===== src/rtl/uart_lite_responder.sv =====
// uart_lite_responder: AXI4-lite UartLite register front end with RX/TX byte FIFOs.
// Optional macro UART_LITE_IRQ_EN enables the level interrupt, CTRL irq enable and STAT bit4.
module uart_lite_responder #(
    parameter int FIFO_DEPTH = 16
) (
    input  logic        clk,
    input  logic        rstn,
    input  logic [3:0]  axi_araddr,
    input  logic        axi_arvalid,
    output logic        axi_arready,
    output logic [31:0] axi_rdata,
    output logic [1:0]  axi_rresp,
    output logic        axi_rvalid,
    input  logic        axi_rready,
    input  logic [3:0]  axi_awaddr,
    input  logic        axi_awvalid,
    output logic        axi_awready,
    input  logic [31:0] axi_wdata,
    input  logic [3:0]  axi_wstrb,
    input  logic        axi_wvalid,
    output logic        axi_wready,
    output logic [1:0]  axi_bresp,
    output logic        axi_bvalid,
    input  logic        axi_bready,
    input  logic [7:0]  rx_byte,
    input  logic        rx_push,
    output logic [7:0]  tx_byte,
    output logic        tx_valid,
    input  logic        tx_ready,
    output logic        irq
);
    // state  | meaning
    // R_IDLE | accepting a read address
    // R_RESP | holding read data until rready
    // W_IDLE | accepting write address and data together
    // W_RESP | holding write response until bready

    localparam int AW = $clog2(FIFO_DEPTH);
    localparam int PW = AW + 1;

    typedef enum logic {R_IDLE, R_RESP} r_state_t;
    typedef enum logic {W_IDLE, W_RESP} w_state_t;

    r_state_t r_state;
    w_state_t w_state;

    logic [7:0]    rx_mem [FIFO_DEPTH];
    logic [7:0]    tx_mem [FIFO_DEPTH];
    logic [PW-1:0] rx_wp, rx_rp, tx_wp, tx_rp;
    logic          rx_empty, rx_full, tx_empty, tx_full;
    logic          rx_overrun, irq_en;
    logic          rd_hs, wr_hs, rx_pop, stat_rd, ctrl_wr;
    logic          rx_clr, tx_clr, rx_wr, rx_ovr_set, tx_push_req, tx_pop, tx_wr;
    logic [7:0]    rx_head;
    logic [31:0]   stat, rd_data;
    logic [1:0]    rd_resp, wr_resp;
    logic          unused_bits;

    assign rx_empty = (rx_wp == rx_rp);
    assign rx_full  = (rx_wp[AW] != rx_rp[AW]) && (rx_wp[AW-1:0] == rx_rp[AW-1:0]);
    assign tx_empty = (tx_wp == tx_rp);
    assign tx_full  = (tx_wp[AW] != tx_rp[AW]) && (tx_wp[AW-1:0] == tx_rp[AW-1:0]);

    assign rd_hs   = axi_arvalid && axi_arready;
    assign wr_hs   = axi_awvalid && axi_wvalid && axi_awready;
    assign rx_pop  = rd_hs && (axi_araddr == 4'h0) && !rx_empty;
    assign stat_rd = rd_hs && (axi_araddr == 4'h8);
    assign ctrl_wr = wr_hs && (axi_awaddr == 4'hC);
    assign rx_clr  = ctrl_wr && axi_wdata[1];
    assign tx_clr  = ctrl_wr && axi_wdata[0];

    // A pop in the same cycle frees the slot a push into a full FIFO needs.
    assign rx_wr       = rx_push && (!rx_full || rx_pop) && !rx_clr;
    assign rx_ovr_set  = rx_push && rx_full && !rx_pop && !rx_clr;
    assign tx_push_req = wr_hs && (axi_awaddr == 4'h4) && axi_wstrb[0];
    assign tx_pop      = !tx_empty && tx_ready;
    assign tx_wr       = tx_push_req && (!tx_full || tx_pop) && !tx_clr;

    assign rx_head  = rx_empty ? 8'h00 : rx_mem[rx_rp[AW-1:0]];
    assign tx_valid = !tx_empty;
    assign tx_byte  = tx_empty ? 8'h00 : tx_mem[tx_rp[AW-1:0]];
    assign stat     = {26'h0, rx_overrun, irq_en, tx_full, tx_empty, rx_full, !rx_empty};
    assign wr_resp  = ((axi_awaddr == 4'h4) || (axi_awaddr == 4'hC)) ? 2'b00 : 2'b10;
    assign unused_bits = ^{axi_wdata[31:8], axi_wstrb[3:1]};

    always_comb begin
        rd_data = 32'h0;
        rd_resp = 2'b00;
        case (axi_araddr)
            4'h0:    rd_data = {24'h0, rx_head};
            4'h8:    rd_data = stat;
            default: rd_resp = 2'b10;
        endcase
    end

    always_ff @(posedge clk) begin
        if (rx_wr) rx_mem[rx_wp[AW-1:0]] <= rx_byte;
        if (tx_wr) tx_mem[tx_wp[AW-1:0]] <= axi_wdata[7:0];
    end

    always_ff @(posedge clk or negedge rstn) begin
        if (!rstn) begin
            rx_wp      <= '0;
            rx_rp      <= '0;
            tx_wp      <= '0;
            tx_rp      <= '0;
            rx_overrun <= 1'b0;
        end else begin
            if (rx_clr) begin
                rx_wp <= '0;
                rx_rp <= '0;
            end else begin
                if (rx_wr)  rx_wp <= rx_wp + PW'(1);
                if (rx_pop) rx_rp <= rx_rp + PW'(1);
            end
            if (tx_clr) begin
                tx_wp <= '0;
                tx_rp <= '0;
            end else begin
                if (tx_wr)  tx_wp <= tx_wp + PW'(1);
                if (tx_pop) tx_rp <= tx_rp + PW'(1);
            end
            // A same-cycle overrun outranks the STAT read clear.
            if (rx_ovr_set)   rx_overrun <= 1'b1;
            else if (stat_rd) rx_overrun <= 1'b0;
        end
    end

    always_ff @(posedge clk or negedge rstn) begin
        if (!rstn) begin
            r_state     <= R_IDLE;
            axi_arready <= 1'b0;
            axi_rvalid  <= 1'b0;
            axi_rdata   <= 32'h0;
            axi_rresp   <= 2'b00;
        end else begin
            case (r_state)
                R_IDLE: begin
                    axi_arready <= 1'b1;
                    if (rd_hs) begin
                        r_state     <= R_RESP;
                        axi_arready <= 1'b0;
                        axi_rvalid  <= 1'b1;
                        axi_rdata   <= rd_data;
                        axi_rresp   <= rd_resp;
                    end
                end
                R_RESP: begin
                    if (axi_rready) begin
                        r_state     <= R_IDLE;
                        axi_rvalid  <= 1'b0;
                        axi_arready <= 1'b1;
                    end
                end
            endcase
        end
    end

    always_ff @(posedge clk or negedge rstn) begin
        if (!rstn) begin
            w_state     <= W_IDLE;
            axi_awready <= 1'b0;
            axi_wready  <= 1'b0;
            axi_bvalid  <= 1'b0;
            axi_bresp   <= 2'b00;
        end else begin
            case (w_state)
                W_IDLE: begin
                    axi_awready <= 1'b1;
                    axi_wready  <= 1'b1;
                    if (wr_hs) begin
                        w_state     <= W_RESP;
                        axi_awready <= 1'b0;
                        axi_wready  <= 1'b0;
                        axi_bvalid  <= 1'b1;
                        axi_bresp   <= wr_resp;
                    end
                end
                W_RESP: begin
                    if (axi_bready) begin
                        w_state     <= W_IDLE;
                        axi_bvalid  <= 1'b0;
                        axi_awready <= 1'b1;
                        axi_wready  <= 1'b1;
                    end
                end
            endcase
        end
    end

`ifdef UART_LITE_IRQ_EN
    logic tx_empty_event, tx_goes_empty, irq_q;

    assign tx_goes_empty = !tx_empty &&
                           (tx_clr || (tx_pop && !tx_wr && ((tx_wp - tx_rp) == PW'(1))));

    always_ff @(posedge clk or negedge rstn) begin
        if (!rstn) begin
            irq_en         <= 1'b0;
            tx_empty_event <= 1'b0;
            irq_q          <= 1'b0;
        end else begin
            if (ctrl_wr) irq_en <= axi_wdata[4];
            if (tx_goes_empty) tx_empty_event <= 1'b1;
            else if (stat_rd)  tx_empty_event <= 1'b0;
            irq_q <= irq_en && (!rx_empty || tx_empty_event);
        end
    end

    assign irq = irq_q;
`else
    assign irq_en = 1'b0;
    assign irq    = 1'b0;
`endif

endmodule

===== config.mk =====
export PLATFORM = sky130hd
export DESIGN_NAME = uart_lite_responder
export DESIGN_NICKNAME = d
export VERILOG_FILES = /design/src/rtl/uart_lite_responder.sv
export SDC_FILE = /design/constraint.sdc
export NUM_CORES = 1
export LEC_CHECK = 0
export ABC_AREA = 1
export CORE_MARGIN = 4
export CORE_UTILIZATION = 50
export CTS_CLUSTER_SIZE = 14
export DETAILED_ROUTE_END_ITERATION = 10
export HOLD_SLACK_MARGIN = 0.12
export PLACE_DENSITY_LB_ADDON = 0.1
export SLEW_MARGIN = 40
export SYNTH_ARGS = -nofsm -noshare
export SYNTH_HDL_FRONTEND = slang
export SYNTH_SLANG_ARGS = --single-unit
export TNS_END_PERCENT = 30

===== constraint.sdc =====
create_clock -name clk -period 4.5 [get_ports clk]
set_input_delay 0.45 -clock clk [delete_from_list [all_inputs] [get_ports clk]]
set_output_delay 0.45 -clock clk [all_outputs]
set_load 0.02 [all_outputs]

; ---- Word-level counts from Yosys, hierarchy flattened
; Memories as Yosys holds them, arrays and structs flattened.
; Index checks and enable logic that the tools add are counted.
; W data, S select, Z words.
[classes]
bitwise_logic = 2
reduce_logical = 42
muxes = 37
eq_ne = 13
add_sub_neg = 4
[op_table]
columns = cell, count
row1 = $mux W5, 8
row2 = $logic_and A1 B1 Y1, 21
row3 = $add A5 B1 Y5 const B, 4
row4 = $mux W1, 18
row5 = $mux W8, 2
row6 = $pmux W8 S2, 1
row7 = $pmux W1 S2, 6
row8 = $eq A5 B5 Y1, 2
row9 = $reduce_bool A2 Y1, 5
row10 = $eq A4 B4 Y1, 2
row11 = $eq A4 B4 Y1 const B, 2
row12 = $ne A2 B2 Y1 const B, 4
row13 = $reduce_and A2 Y1, 4
row14 = $logic_not A1 Y1, 7
row15 = $eq A4 B3 Y1 const B, 1
row16 = $logic_not A4 Y1, 1
row17 = $mux W2, 2
row18 = $logic_or A1 B1 Y1, 3
row19 = $ne A1 B1 Y1, 2
row20 = $not A1 Y1, 2
row21 = $reduce_or A2 Y1, 1
[word_totals]
n_memories = 2
out_inout_bits = 51
word_cells = 114
ramBits = 256
ff_bits = 63
[memory_table]
columns = name, depth, word_bits, read_ports, rd_clocked_by_memory_dff, wr, line
row1 = rx_mem, 16, 8, 1, 0, 1, 47  ; logic [7:0] rx_mem [FIFO_DEPTH];
row2 = tx_mem, 16, 8, 1, 0, 1, 48  ; logic [7:0] tx_mem [FIFO_DEPTH];

; ---- Logic depth before layout (Yosys ltp)
[logic_depth]
depth_word = 8
mapped_depth = 13

; ---- Worst setup path after synthesis
; No wires, ideal clock.
[synth_path]
kind = register to register
from = reg, netlist name axi_wready
to = mem tx_mem[2][0], enable pin
path_slack_ns = 2.384
t_required_ns = 4.130
stages_incl_launch_ff = 7
setup_ns = 0.370
n_path_buf = 0
arrival_time_ns = 1.746
synth_period_minus_slack_ns = 2.116
path_cell_list = dfrtp_1 > nand3_1 > nor3_1 > nand2_2 > inv_2 > nand2_1 > nor2_1
[synth_lines]
columns = item, line
row1 = "end, declared", 48

; ---- Worst setup path after layout
[layout_path]
from = reg tx_rp[1]
to = out tx_byte[5]
[layout_between]
elab_chain_len = 2
[layout_lines]
columns = item, line
row1 = "start, declared", 49  ; logic [PW-1:0] rx_wp, rx_rp, tx_wp, tx_rp;
row2 = "start signal, assigned", 121  ; if (tx_pop) tx_rp <= tx_rp + PW'(1);
row3 = $mem_v2 Z16 W8 or $eq A5 B5 Y1 (tied branches), n/a
row4 = $mux W8 *, 81  ; assign tx_byte = tx_empty ? 8'h00 : tx_mem[tx_rp[AW-1:0]];
row5 = "end, declared", 27  ; output logic [7:0] tx_byte,
; Every way passes the cells marked *; elsewhere a longest branch is shown, timed or not.

==> results.toml <==
[synthesis]
ys.warnings.count = 0
synth_cell_type_count = 34
syn_inst = 1193
yosysTopAreaCellShare_pct = 59.9
yosysSeqAreaShare_pct = 67.1
synth_area_leaders = "edfxtp_1, dfrtp_1, nand2_1"
syn_area_per_cell_um2 = 10.8
yosys.area.top_type = "edfxtp_1"
syn_area_mm2 = 0.0128
ys_ff_latch = 293

[finish]
drive_gt1_share_pct = 7.53
diodes = 0
multi_input_area_mm2 = 0.00354
final_cell_mix = "edfxtp_1, nand2_1, nor2_1"
fillers = 2130
area_delta_synth_final_pct = 13.3
nets = 1311
final_common_cell = "edfxtp_1"
final-seq-area_mm2 = 0.00862
final_util_pct = 57.6

[floorplanning]
ios = 112
dieArea_mm2 = 0.0283
fp.dieW_um = 168
core_area_mm2 = 0.0253
initial_utilization_pct = 50.8
fp.dieH_um = 168
rows = 58

[timing]
whs_ns = 0.434
fmax_ghz = 0.271
hold_viol = 0
finalCritPeriodShare_pct = 82.0
rsz0062_at_grt = "false"
clock_skew_ns = 0.00798
setup_viol = 0
fin_crit_ns = 3.69
worst_pin_slew_ns = 0.885
maxSlewViolCount = 0
slew_headroom_pct = 40.8
fin_ws_ns = 0.810
setup_tns_ns = 0

[critical_path]
path_cells = "xor2_1 -> nor2_1 -> nand3_1 -> clkinv_1 -> a31oi_1 -> clkdlybuf4s50_1"
cp-end-kind = "primary output"
crit_arrival_ns = 3.24
slowest_delay_ns = 0.76
crit_type = "register to primary output"
critPathLaunchType = "register"
cp.required_ns = 4.05
worst_path_max_delay_cell = "dfrtp_2"
cp_max_fo = 31

[routing]
first_iter_violations = 609
wirelength_um = 27800
drc_errors = 0
wire_per_inst_um = 17.5
dr.max_layer_used = "met4"
viasPerCell = 5.16
wl_met2_um = 14100
route.vias.total = 8209
wl_met1_um = 12100
dr_wl_met3_um = 909
firstDrtPassIters = 5
ant_nets = 0

[grt]
grt_antenna_before_repair = 0
grt_overflow = 0
grt.total_usage_pct = 19.3
grt_pass1_vias = 7736
grt_first_pass_wirelength_um = 43500
grt_max_degree = 67

[placed_design]
place_ws_ns = 1.37
place.gp.congestion = 0.774
io_buffers = 57
place_hpwl_um = 17100

[power_and_ir_drop]
ir_worst_vdd_uv = 461
p_leak_nw = 5.52
power_density_mw_per_mm2 = 603

[clock_tree]
cts_tree = "built"
htreeDepth = 1
worstSkewPairLatency_ns = 0.54
path_clk_slew_ns = 0.06
cts.sinks = 293
cts-root-buf = "clkbuf_16"
cts_made_buffers = 31
max-clock-path-buffers = 3

[job]
cap_violations = 0

[worst_hold_path]
hold_path_class = "primary input to async pin"

[run_status]
status = "finished clean"
==> critical path: cells and delay by family (launching register included) <==
family	cells	cell delay [ns]
AO/OA/AOI/OAI	1	0.37
AND/OR/NAND/NOR	2	0.29
XOR/XNOR	1	0.19
buffers and inverters	2	1.08
flip-flops	1	0.76
==> cells in the mapped netlist <==
| master | number |
|---|---|
| edfxtp_1 | 256 |
| nand2_1 | 238 |
| nor2_1 | 181 |
| o21ai_0 | 119 |
| inv_1 | 81 |
| nand3_1 | 79 |
| dfrtp_1 | 37 |
| buf_4 | 34 |
| buf_2 | 28 |
| o211ai_1 | 22 |
| clkbuf_1 | 17 |
| xor2_1 | 17 |
| nand4_1 | 12 |
| nor2_2 | 12 |
| a21oi_1 | 10 |
| ha_1 | 10 |
| a31oi_1 | 6 |
| o22ai_1 | 6 |
| clkinv_1 | 5 |
| nand2_2 | 5 |
| nor3_1 | 3 |
| buf_1 | 2 |
| inv_2 | 2 |
| buf_8 | 1 |
| conb_1 | 1 |
| nand2_4 | 1 |
| nand3_2 | 1 |
| nand3_4 | 1 |
| nor4_2 | 1 |
| o21ai_1 | 1 |
| o31ai_1 | 1 |
| or2_1 | 1 |
| or2_2 | 1 |
| xnor2_1 | 1 |
==> cell families (layout without fill, tap and decap cells) <==
group / count (synthesis) / after routing / synth area share [%]
AND/OR/NAND/NOR: 536 / 536 / 17.4
flip-flops: 293 / 293 / 67.1
buffers and inverters: 170 / 213 / 6.32
AO/OA/AOI/OAI: 165 / 165 / 7.00
XOR/XNOR: 18 / 18 / 1.23
adder cells (fa/ha/maj): 10 / 10 / 0.975
other: 1 / 27 / 0.0292
==> final timing paths <==
kind,from,endpoint,slack (ns),cells past startpoint
max,tx_rp[1]$_DFFE_PN0P_,tx_byte[5],0.81,6
min,rstn,tx_rp[4]$_DFFE_PN0P_,0.43,2
max reg2reg,tx_rp[1]$_DFFE_PN0P_,tx_mem[3][5]$_DFFE_PP_,1.73,9
min reg2reg,axi_rdata[2]$_DFFE_PN0P_,axi_rdata[2]$_DFFE_PN0P_,0.48,2
max in group asynchronous,rstn,rx_rp[0]$_DFFE_PN0P_,3.68,2
min in group clk,axi_rdata[2]$_DFFE_PN0P_,axi_rdata[2]$_DFFE_PN0P_,0.48,2
==> through the flow <==
stage | cell area (µm²) | power, W | std cells
after floorplan | 12900 | 0.00541 | 1219
after global placement | 13500 | 0.00634 | 1536
after detailed placement | 13500 | 0.00638 | 1536
after global routing | 14600 | 0.00933 | 1592
final | 14600 | 0.00877 | 1592
after CTS | 14500 | 0.00886 | 1592
==> registers in the layout (all words and copies together) (netlist names), 5 cells and up <==
register / flops
tx_mem: 128
rx_mem: 128
tx_rp: 5
tx_wp: 5
rx_wp: 5
rx_rp: 5
axi_rdata: 8
==> routing by layer <==
metal  vias up  GRT usage, %
li1       4098             -
met1      3928          25.9
met2       137          33.2
met3        46          2.35
met4         0          5.82
met5         -             0
==> timing repair <==
item | in CTS | in global routing
hold endpoints to repair | 37 | 0
resized for setup | 0 | 0
hold buffers | 1 | 0
buffers inserted | 0 | 0
==> where the power goes <==
part,switching (W),internal [W]
combinational,0.00193,0.000965
clock,0.000983,0.00148
sequential,0.000225,0.00319
total,0.00313,0.00564
==> layout make-up <==
| class | count | area share [%] |
|---|---|---|
| clock buffer | 39 | 5.54 |
| clock inverter | 16 | 1.21 |
| inverter | 88 | 2.27 |
| multi-input combinational | 756 | 24.3 |
| sequential | 293 | 59.2 |
| tap | 330 | 2.84 |
| timing repair buffer | 70 | 4.59 |
No activity file was read; power rests on OpenSTA's default activity.
